==> config.mk <==
export PLATFORM = sky130hd
export DESIGN_NAME = ex_alu_unit
export DESIGN_NICKNAME = d
export VERILOG_FILES = /design/src/rtl/ex_alu_unit.sv
export SDC_FILE = /design/constraint.sdc
export NUM_CORES = 1
export LEC_CHECK = 0
export CAP_MARGIN = 20
export CORE_MARGIN = 5
export CORE_UTILIZATION = 40
export DETAILED_ROUTE_END_ITERATION = 7
export HOLD_SLACK_MARGIN = 0.02
export PLACE_DENSITY = 0.58
export SLEW_MARGIN = 20
export SYNTH_ARGS = -nofsm -noshare
export SYNTH_HDL_FRONTEND = slang
export SYNTH_SLANG_ARGS = --single-unit
==> constraint.sdc <==
create_clock -name clk_i -period 2.19 [get_ports clk_i]
set_clock_uncertainty 0.15 [all_clocks]
set_input_delay 0.5475 -clock clk_i [delete_from_list [all_inputs] [get_ports clk_i]]
set_output_delay 0.5475 -clock clk_i [all_outputs]
set_load 0.02 [all_outputs]
==> src/rtl/ex_alu_unit.sv <==
// EX-stage ALU with a registered result and flag. Optional iterative shift-add multiplier,
// enabled with EX_ALU_MUL_EN; without it, code 0101 completes in one cycle with result 0.
module ex_alu_unit (
  input  logic        clk_i,
  input  logic        rst_i,
  input  logic        start_i,
  input  logic [3:0]  ctrl_i,
  input  logic [31:0] data1_i,
  input  logic [31:0] data2_i,
  input  logic        flush_i,
  output logic [31:0] result_o,
  output logic        zero_o,
  output logic        valid_o,
  output logic        busy_o
);

  localparam logic [3:0] CtrlMul = 4'b0101;

  logic [31:0] alu_res;
  logic [31:0] result_q, result_d;
  logic        zero_q, zero_d;
  logic        valid_q, valid_d;

  // Single-cycle operations; MUL is produced by the iterative path.
  always_comb begin
    alu_res = '0;
    case (ctrl_i)
      4'b0000: alu_res = data1_i & data2_i;
      4'b0001: alu_res = data1_i ^ data2_i;
      4'b0010: alu_res = data1_i << data2_i[4:0];
      4'b0011: alu_res = data1_i + data2_i;
      4'b0100: alu_res = data1_i - data2_i;
      4'b0110: alu_res = data1_i + data2_i;
      4'b0111: alu_res = $unsigned($signed(data1_i) >>> data2_i[4:0]);
      4'b1000: alu_res = data1_i + data2_i;
      4'b1001: alu_res = data1_i - data2_i;
      default: alu_res = '0;
    endcase
  end

`ifdef EX_ALU_MUL_EN
  typedef enum logic [0:0] {StIdle, StMul} state_e;

  state_e      state_q, state_d;
  logic [4:0]  cnt_q, cnt_d;
  logic [31:0] acc_q, acc_d;
  logic [31:0] opa_q, opa_d;
  logic [31:0] opb_q, opb_d;
  logic [31:0] step_acc;

  always_comb begin
    state_d  = state_q;
    cnt_d    = cnt_q;
    acc_d    = acc_q;
    opa_d    = opa_q;
    opb_d    = opb_q;
    result_d = result_q;
    zero_d   = zero_q;
    valid_d  = 1'b0;
    step_acc = acc_q + (opb_q[cnt_q] ? (opa_q << cnt_q) : 32'd0);

    if (flush_i) begin
      state_d = StIdle;
    end else begin
      case (state_q)
        StIdle: begin
          if (start_i) begin
            if (ctrl_i == CtrlMul) begin
              opa_d   = data1_i;
              opb_d   = data2_i;
              acc_d   = '0;
              cnt_d   = '0;
              state_d = StMul;
            end else begin
              result_d = alu_res;
              zero_d   = (alu_res == 32'd0);
              valid_d  = 1'b1;
            end
          end
        end
        StMul: begin
          acc_d = step_acc;
          cnt_d = cnt_q + 5'd1;
          if (cnt_q == 5'd31) begin
            result_d = step_acc;
            zero_d   = (step_acc == 32'd0);
            valid_d  = 1'b1;
            state_d  = StIdle;
          end
        end
        default: state_d = StIdle;
      endcase
    end
  end

  always_ff @(posedge clk_i or negedge rst_i) begin
    if (!rst_i) begin
      state_q  <= StIdle;
      cnt_q    <= '0;
      acc_q    <= '0;
      opa_q    <= '0;
      opb_q    <= '0;
      result_q <= '0;
      zero_q   <= 1'b1;
      valid_q  <= 1'b0;
    end else begin
      state_q  <= state_d;
      cnt_q    <= cnt_d;
      acc_q    <= acc_d;
      opa_q    <= opa_d;
      opb_q    <= opb_d;
      result_q <= result_d;
      zero_q   <= zero_d;
      valid_q  <= valid_d;
    end
  end

  assign busy_o = (state_q == StMul);
`else
  always_comb begin
    result_d = result_q;
    zero_d   = zero_q;
    valid_d  = 1'b0;
    if (start_i && !flush_i) begin
      result_d = alu_res;
      zero_d   = (alu_res == 32'd0);
      valid_d  = 1'b1;
    end
  end

  always_ff @(posedge clk_i or negedge rst_i) begin
    if (!rst_i) begin
      result_q <= '0;
      zero_q   <= 1'b1;
      valid_q  <= 1'b0;
    end else begin
      result_q <= result_d;
      zero_q   <= zero_d;
      valid_q  <= valid_d;
    end
  end

  assign busy_o = 1'b0;
`endif

  assign result_o = result_q;
  assign zero_o   = zero_q;
  assign valid_o  = valid_q;

endmodule

Word-level counts from Yosys, hierarchy flattened
Cells that the tools add are included.
Storage, ports and cells
  register bits after elaboration: 34
  input bits: 72
  word-level logic and storage cells: 25
Cells by class
  $add $sub $neg: 2
  eq/ne operators: 8
  shifts and indexed selects: 2
  multiplexer cells: 2
  bitwise gates (word level): 2
  reductions and logical operators: 6
Operators with widths (count)
  $pmux 32 s6: 1
  $add 32x32->32: 1
  $and 32x32->32: 1
  $logic_not 32->1: 1
  $shl 32x5->32: 1
  $sshr 32x5->32: 1
  $sub 32x32->32: 1
  $xor 32x32->32: 1
  $eq 4x3->1 const B: 3
  $eq 4x2->1 const B: 2
  $eq 4x4->1 const B: 2
  $eq 4x1->1 const B: 1
  $logic_not 4->1: 1
  $reduce_or 3->1: 1
  $reduce_or 2->1: 1
  $logic_and 1x1->1: 1
  $logic_not 1->1: 1
  $mux 1: 1

Logic depth before layout (Yosys ltp)
Gate-level depths: netlist of run 1.
  depth after elaboration: 4
  depth in mapped cells: 25
  depth with buffers taken out: 20

Worst setup path after synthesis of run 1
No wires, ideal clock.
  kind: input to register
  start: in data2_i[1]
  end: reg zero_q, in the netlist zero_o
  library setup time: 0.062 ns
  arrival time: 5.083 ns
  required time: 1.978 ns
  path slack: -3.105 ns
  stages: 24
  buffers on the path: 5
  path through: buf_2 inv_1 buf_2 buf_2 buf_2 ha_1 nand3_1 or4_1 nor2_1 a21oi_1 xnor2_1 ha_1 clkbuf_1 a21oi_1 o21ai_0 nor2b_1 mux2_1 a221oi_1 and4_1 o2111ai_1 nor4_1 nand3_1 nor4_1 a41o_1
On the way
  longest elaborated chain between the ends: 3
  elaborated cells between the ends (all ways): 8
Ends and longest elaborated chain
  start, declared: line 9  | input logic [31:0] data2_i,
  $sub 32x32->32 (tied with other cells): line 32, 36
  $pmux 32 s6 (*): line 27  | case (ctrl_i)
  $logic_not 32->1 (*): line 126  | zero_d = (alu_res == 32'd0);
  end signal, assigned: line 138  | zero_q <= zero_d;
  end, declared: line 21  | logic zero_q, zero_d;
Mark *: on every way between the ends. The rest lies on a longest branch, timed or not.
A chain may end at the register's enable or synchronous reset.

Worst setup path in the final report of run 1
  start: in data2_i[10]
  end: reg zero_q, in the netlist zero_o
On the way
  longest elaborated chain between the ends: 3
  elaborated cells between the ends (all ways): 6
Ends and longest elaborated chain (line)
  $sub 32x32->32 (tied with other cells): 32, 36
  $pmux 32 s6 (*): 27
  $logic_not 32->1 (*): 126
Marked as above.

==> results of run 1 <==
-- sequential cells by signal, summed over array words and instances, names as in the netlist --
name and flops:
valid_o 1, zero_o 1, result_o 32
-- timing repair --
item / 4_1_cts / 5_1_grt
pin swaps: 106 / 121
gates resized for setup: 220 / 171
gates cloned: 4 / 0
setup buffers: 47 / 48
setup endpoints to repair: 33 / 33
-- cell type report --
class	count	area (um^2)	area share
inverter	23	96.3	0.00611
timing repair buffer	618	5300	0.336
sequential	34	852	0.0540
tap	280	350	0.0222
multi-input combinational	992	9010	0.571
clock buffer	7	143	0.00904
clock inverter	1	30.0	0.00190
-- metrics by stage --
step	power, mW	utilization	setup slack [ns]
2_1_floorplan	2.86	-	-2.60
3_3_place_gp	4.97	0.618	-3.58
3_5_place_dp	5.01	0.618	-3.57
4_1_cts	6.42	0.685	-2.77
5_1_grt	7.41	0.730	-3.11
6_report	7.14	0.730	-2.93
-- synthesized netlist by cell type (11+ instances only) --
cell and number:
o21ai_1 11, nand2b_1 11, nand2_1 128, inv_1 21, xor2_1 23, nor2b_1 12
mux2i_1 82, xnor2_1 26, o21ai_0 71, mux4_2 36, a211oi_1 28, buf_2 15
nand3_1 25, dfrtp_1 33, a31oi_1 13, ha_1 65, nor2_1 106, o22ai_1 14
mux2_2 25, buf_1 12, nand4_1 11, a21oi_1 84, clkbuf_1 51, o31ai_1 12
nor4_1 11, nor3_1 31, o221ai_1 11
-- cell usage in the layout, fill, tap and decap left out, drive strengths merged, types with 33 or more instances in the layout --
cell type and instances:
clkdlybuf4s50 81, nor2 107, buf 522, ha 65, dfrtp 33, o21ai 82, mux4 36, mux2i 82
nand2 128, mux2 34, a21oi 84
-- worst max path at each step --
stage | startpoint | endpoint | slack [ns]
floorplan | data2_i[10] | zero_o | -2.60
global placement | data2_i[10] | zero_o | -3.58
detailed placement | data2_i[10] | zero_o | -3.57
CTS | data2_i[7] | zero_o | -2.77
global route | data2_i[10] | zero_o | -3.11
finish | data2_i[10] | zero_o | -2.93
-- where the power goes --
group / switching, mW / internal, mW / total [mW]
Clock: 0.245 / 0.568 / 0.813
Sequential: 0.0592 / 0.742 / 0.801
Combinational: 2.87 / 2.65 / 5.52
Total: 3.17 / 3.96 / 7.14
-- routing by layer --
layer,up-vias,part of all wire,GRT usage
met5,-,0.00038,0
met4,2,0.062,0.150
met3,240,0.11,0.0756
met2,930,0.45,0.630
met1,6072,0.38,0.515
li1,5412,-,-
-- worst max-delay path, stage by stage --
cell	delay (ns)
clkdlybuf4s15_1	0.20
or4_4	0.44
or3_4	0.36
or4_4	0.47
buf_6	0.16
o31ai_4	0.22
xor2_1	0.23
ha_2	0.34
buf_4	0.16
a21oi_1	0.24
o21a_4	0.22
buf_4	0.12
a311o_1	0.23
a21o_1	0.19
a21boi_2	0.08
o21ai_1	0.12
o31ai_1	0.10
a2111oi_2	0.42
buf_4	0.18
a41o_1	0.14
-- kinds of logic after synthesis --
group / after synthesis
AND/OR/NAND/NOR: 387
AO/OA/AOI/OAI: 336
multiplexers: 152
buffers and inverters: 110
adder cells (fa/ha/maj): 66
XOR/XNOR: 50
flip-flops: 34
other: 1
==> impl_metrics.env, run 1 <==
export IMPL_row_count=54
export IMPL_grt_setup_unrepaired="true"
export IMPL_fp_dieW_um=157
export IMPL_outcome="finished, violations left"
export IMPL_setup_tns_final_ns=-60.27
export IMPL_gp_congestion=1.05
export IMPL_holdWs_ns=0.323
export IMPL_track_usage=0.390
export IMPL_grt_pass1_vias=11800
export IMPL_syn_avg_cell_area_um2=7.64
export IMPL_fin_cells=1955
export IMPL_seq_area_frac_synth=0.0981
export IMPL_hold_violations=0
export IMPL_synthXorXnorAreaFrac=0.0513
export IMPL_cts_sinks=34
export IMPL_r2r_end="zero_o"
export IMPL_cts_clk_slew_worst_paths_ns=0.05
export IMPL_worst_pin_slew_ns=1.12
export IMPL_fin_nets=1812
export IMPL_dr_pass1_iters=6
export IMPL_root_buffer="clkbuf_16"
export IMPL_finalSetupViolCount=33
export IMPL_die_y_um=157
export IMPL_path_class="in2reg"
export IMPL_fin_area_um2=15800
export IMPL_fillers=1544
export IMPL_first_iter_violations=1660
export IMPL_reg2reg_depth=2
export IMPL_cts_tree="done"
export IMPL_place_hpwl_mm=37.9
export IMPL_grt_max_degree=58
export IMPL_ys_seq_elements=34
export IMPL_drt_wl_total_mm=53.3
export IMPL_syn_to_final_growth_pct=81.8
export IMPL_crit_arrival_ns=5.18
export IMPL_antenna_found_initial=1
export IMPL_leakagePower_nw=7.01
export IMPL_r2r_start="zero_o"
export IMPL_drc_errors=0
export IMPL_cp_end_kind="register"
export IMPL_p_per_area_nw_per_um2=452
export IMPL_syn_num_nets=1274
export IMPL_clk_latency_ns=0.27
export IMPL_vias=12700
export IMPL_syn_area_um2=8680
export IMPL_path_max_fanout=4
export IMPL_synth_edf_count=0
export IMPL_cp_required_ns=2.26
export IMPL_cp_start_kind="input port"
export IMPL_cts_max_path_buffers=2
export IMPL_violations="negative setup slack"
export IMPL_vdd_drop_max_mv=0.357
export IMPL_min_period_ns=5.12
export IMPL_htreeDepth=2
export IMPL_holdCritStartpoint="result_o[6]"
export IMPL_synth_top_family_by_area="compound AO/OA/AOI/OAI gates"
export IMPL_final_setup_worst_slack_ns=-2.93
export IMPL_maxCapViolations=0
export IMPL_yosysTopAreaCell="dfrtp_1"
export IMPL_min_period_over_period=2.34
export IMPL_rrSetupSlack_ns=1.24
export IMPL_hold_class="reg2reg"
export IMPL_hold_path_depth=2
export IMPL_numCtsBuffers=5
export IMPL_globalRouteOverflowTotal=0
export IMPL_ys_top_cells_by_area="dfrtp_1, mux2i_1, ha_1, mux4_2, nand2_1"
export IMPL_yosys_area_share_simple=0.212
export IMPL_slew_headroom=0.248
export IMPL_num_io_pins=107
export IMPL_diodes=0
export IMPL_dieArea_um2=24800
export IMPL_grt_pass1_wl_mm=73.2
export IMPL_layout_drive_gt1_share=0.500
export IMPL_drv_slew=0
export IMPL_cts_hold_buf=0
export IMPL_holdPathEnd="result_o[6]"
export IMPL_core_area_um2=21600
export IMPL_ys_warn_count=0
export IMPL_ant_nets=0
export IMPL_async_reset_ff_frac=1.00
export IMPL_synth_mux_area_frac=0.232
export IMPL_placed_cell_area_um2=13400
export IMPL_ys_flop_type="dfrtp_1"
export IMPL_fmax_ghz=0.195
export IMPL_synthCells=1136
export IMPL_viasPerCell=6.47
export IMPL_synthAdderAreaFrac=0.0960
export IMPL_wl_per_cell_um=27.3
export IMPL_synth_top_cell_area_share=0.0951
export IMPL_io_buffers=105
export IMPL_synth_compound_area_frac=0.253
export IMPL_initial_utilization=0.402
export IMPL_place_inst=1872
export IMPL_synth_distinct_cells=86
(Power assumes the default switching activity.)
==> run 2: changes to the inputs <==
--- a/config.mk
+++ b/config.mk
@@ -8,6 +8,7 @@
 export CAP_MARGIN = 20
 export CORE_MARGIN = 5
 export CORE_UTILIZATION = 40
+export CTS_CLUSTER_DIAMETER = 200
 export DETAILED_ROUTE_END_ITERATION = 7
 export HOLD_SLACK_MARGIN = 0.02
 export PLACE_DENSITY = 0.58
==> results of run 2 <==
Same layout as run 1: the final DEF is identical, and so are final timing and power.
==> run 3: changes to the inputs <==
--- a/config.mk
+++ b/config.mk
@@ -7,11 +7,11 @@
 export LEC_CHECK = 0
 export CAP_MARGIN = 20
 export CORE_MARGIN = 5
-export CORE_UTILIZATION = 40
+export CORE_UTILIZATION = 35
 export CTS_CLUSTER_DIAMETER = 200
 export DETAILED_ROUTE_END_ITERATION = 7
 export HOLD_SLACK_MARGIN = 0.02
-export PLACE_DENSITY = 0.58
+export PLACE_DENSITY = 0.51
 export SLEW_MARGIN = 20
 export SYNTH_ARGS = -nofsm -noshare
 export SYNTH_HDL_FRONTEND = slang
==> run 3 against run 2 <==
Effect of this change: the flow still finishes with violations (negative setup slack); sequential share of layout area up 0.14 points; sequential power down 0.5%; count of clock-buffer cells in the layout down 1; flip-flop and latch count unchanged; critical path type unchanged.
==> impl_metrics.env, run 3 (synthesis results as in run 1) <==
export IMPL_outcome="finished, violations left"
export IMPL_violations="negative setup slack"
export IMPL_cp_start_kind="input port"
export IMPL_track_usage=0.330
export IMPL_dpl_worst_slack_ns=-3.53
export IMPL_cp_required_ns=2.26
export IMPL_slowest_delay_ns=0.56
export IMPL_cts_hold_buf=0
export IMPL_cts_max_path_buffers=2
export IMPL_path_max_fanout=4
export IMPL_crit_arrival_ns=5.17
export IMPL_syn_to_final_growth_pct=77.0
export IMPL_gp_congestion=1.02
export IMPL_htreeDepth=2
export IMPL_min_period_ns=5.10
export IMPL_fin_nets=1789
export IMPL_grt_max_degree=63
export IMPL_slowest_stage="or4_4"
export IMPL_vias=11700
export IMPL_grt_pass1_wl_mm=71.5
export IMPL_num_io_pins=107
export IMPL_clk_latency_ns=0.27
export IMPL_p_per_area_nw_per_um2=433
export IMPL_grt_pass1_vias=11400
export IMPL_fp_dieW_um=168
export IMPL_core_area_um2=24400
export IMPL_slew_headroom=0.417
export IMPL_cp_num_buf_inv=4
export IMPL_r2r_start="zero_o"
export IMPL_cts_sinks=34
export IMPL_io_buffers=105
export IMPL_drc_errors=0
export IMPL_dr_pass1_iters=6
export IMPL_cp_end_kind="register"
export IMPL_final_core_utilization=0.630
export IMPL_drt_wl_total_mm=48.6
export IMPL_largest_register_ff_count=32
export IMPL_antenna_found_initial=0
export IMPL_wl_per_cell_um=24.6
export IMPL_min_period_over_period=2.33
export IMPL_setup_tns_final_ns=-56.93
export IMPL_numCtsBuffers=5
export IMPL_final_common_cell="buf_4"
export IMPL_p_total_mw=6.66
export IMPL_ant_nets=0
export IMPL_drv_slew=0
export IMPL_initial_utilization=0.356
export IMPL_layout_drive_gt1_share=0.476
export IMPL_viasPerCell=5.92
export IMPL_hold_violations=0
export IMPL_globalRouteOverflowTotal=0
export IMPL_root_buffer="clkbuf_16"
export IMPL_row_count=57
export IMPL_finalSetupViolCount=33
export IMPL_holdCritStartpoint="result_o[10]"
export IMPL_place_hpwl_mm=38.7
export IMPL_worst_pin_slew_ns=0.868
export IMPL_path_class="in2reg"
export IMPL_leakagePower_nw=6.81
export IMPL_cp_startpoint="data2_i[9]"
export IMPL_hold_class="reg2reg"
export IMPL_cts_clk_slew_worst_paths_ns=0.05
export IMPL_diodes=0
export IMPL_vdd_drop_max_mv=0.512
export IMPL_fmax_ghz=0.196
export IMPL_crit_chain="buf_6 > or4_4 > or3_4 > or4_4 > buf_4 > nand2_1 > xor2_1 > ha_1 > buf_4 > nand2_1 > a21oi_1 > o21ai_4 > buf_4 > o31ai_2 > xor2_1 > a21oi_2 > nand2_1 > nor4_2 > a41o_1"
export IMPL_die_y_um=168
export IMPL_layout_common_cells="buf_4, nand2_1, nor2_1"
export IMPL_first_iter_violations=1163
export IMPL_dieArea_um2=28100
export IMPL_cp_top_family="simple AND/OR/NAND/NOR gates"
export IMPL_cts_tree="done"
export IMPL_grt_setup_unrepaired="true"
export IMPL_maxCapViolations=0
export IMPL_fillers=2178
export IMPL_final_setup_worst_slack_ns=-2.91
## run 3: cell count changes in the layout (fill, tap and decap cells not counted), sizes merged
cell	previous run	this run
clkinv	0	1
clkdlybuf4s15	2	4
bufbuf	2	3
clkbuf	8	6
buf	522	497
clkinvlp	0	1
bufinv	1	0
## run 3: where the power goes
| group | leakage [nW] | total, mW | switching (mW) | internal (mW) |
|---|---|---|---|---|
| clock | 0.0729 | 0.701 | 0.251 | 0.449 |
| sequential | 0.437 | 0.797 | 0.0557 | 0.742 |
| combinational | 6.30 | 5.16 | 2.65 | 2.51 |
| total | 6.81 | 6.66 | 2.96 | 3.70 |
## run 3: per-stage QoR
stage / hold WS, ns / area (um^2) / std cells
floorplan: 0.102 / 9250 / 1136
global placement: 0.310 / 13500 / 1918
detailed placement: 0.312 / 13500 / 1918
CTS: 0.336 / 14800 / 1959
global route: 0.353 / 15400 / 1976
finish: 0.326 / 15400 / 1976
## run 3: worst reg2reg max path, cell delays in order (launching register included)
cell and delay, ns:
dfstp_2 0.53, and2_1 0.13, a41o_1 0.10
## run 3: worst paths after layout
| path | slack (ns) | to | cells after the start |
|---|---|---|---|
| hold reg to reg | 0.33 | result_o[10] | 2 |
| max in group asynchronous | 1.04 | zero_o | 2 |
| setup reg to reg | 1.24 | zero_o | 2 |
| setup / recovery | -2.91 | zero_o | 19 |
| min in group asynchronous | 0.52 | result_o[2] | 2 |
| hold / removal | 0.33 | result_o[10] | 2 |
## run 3: routing by layer
layer / vias up / share of wire / track usage
li1: 5363 / - / -
met1: 5618 / 0.42 / 0.457
met2: 614 / 0.45 / 0.528
met3: 102 / 0.090 / 0.0507
met4: 0 / 0.038 / 0.109
met5: - / 0 / 0
## run 3: area by class of cell
class | instances | area, um^2 | share of cell area
clock buffers | 6 | 139 | 0.00904
clock inverters | 2 | 12.5 | 0.000814
inverters | 23 | 93.8 | 0.00611
multi-input cells | 992 | 8770 | 0.571
flip-flops and latches | 34 | 852 | 0.0554
well taps | 324 | 405 | 0.0264
repair buffers | 595 | 5100 | 0.332
## run 3: what timing repair did
item / CTS / global route
hold endpoints to repair: 0 / 0
buffers inserted: 36 / 28
gates cloned: 3 / 0
resized for setup: 223 / 80
pin swaps: 96 / 94
endpoints found under the setup margin: 33 / 33
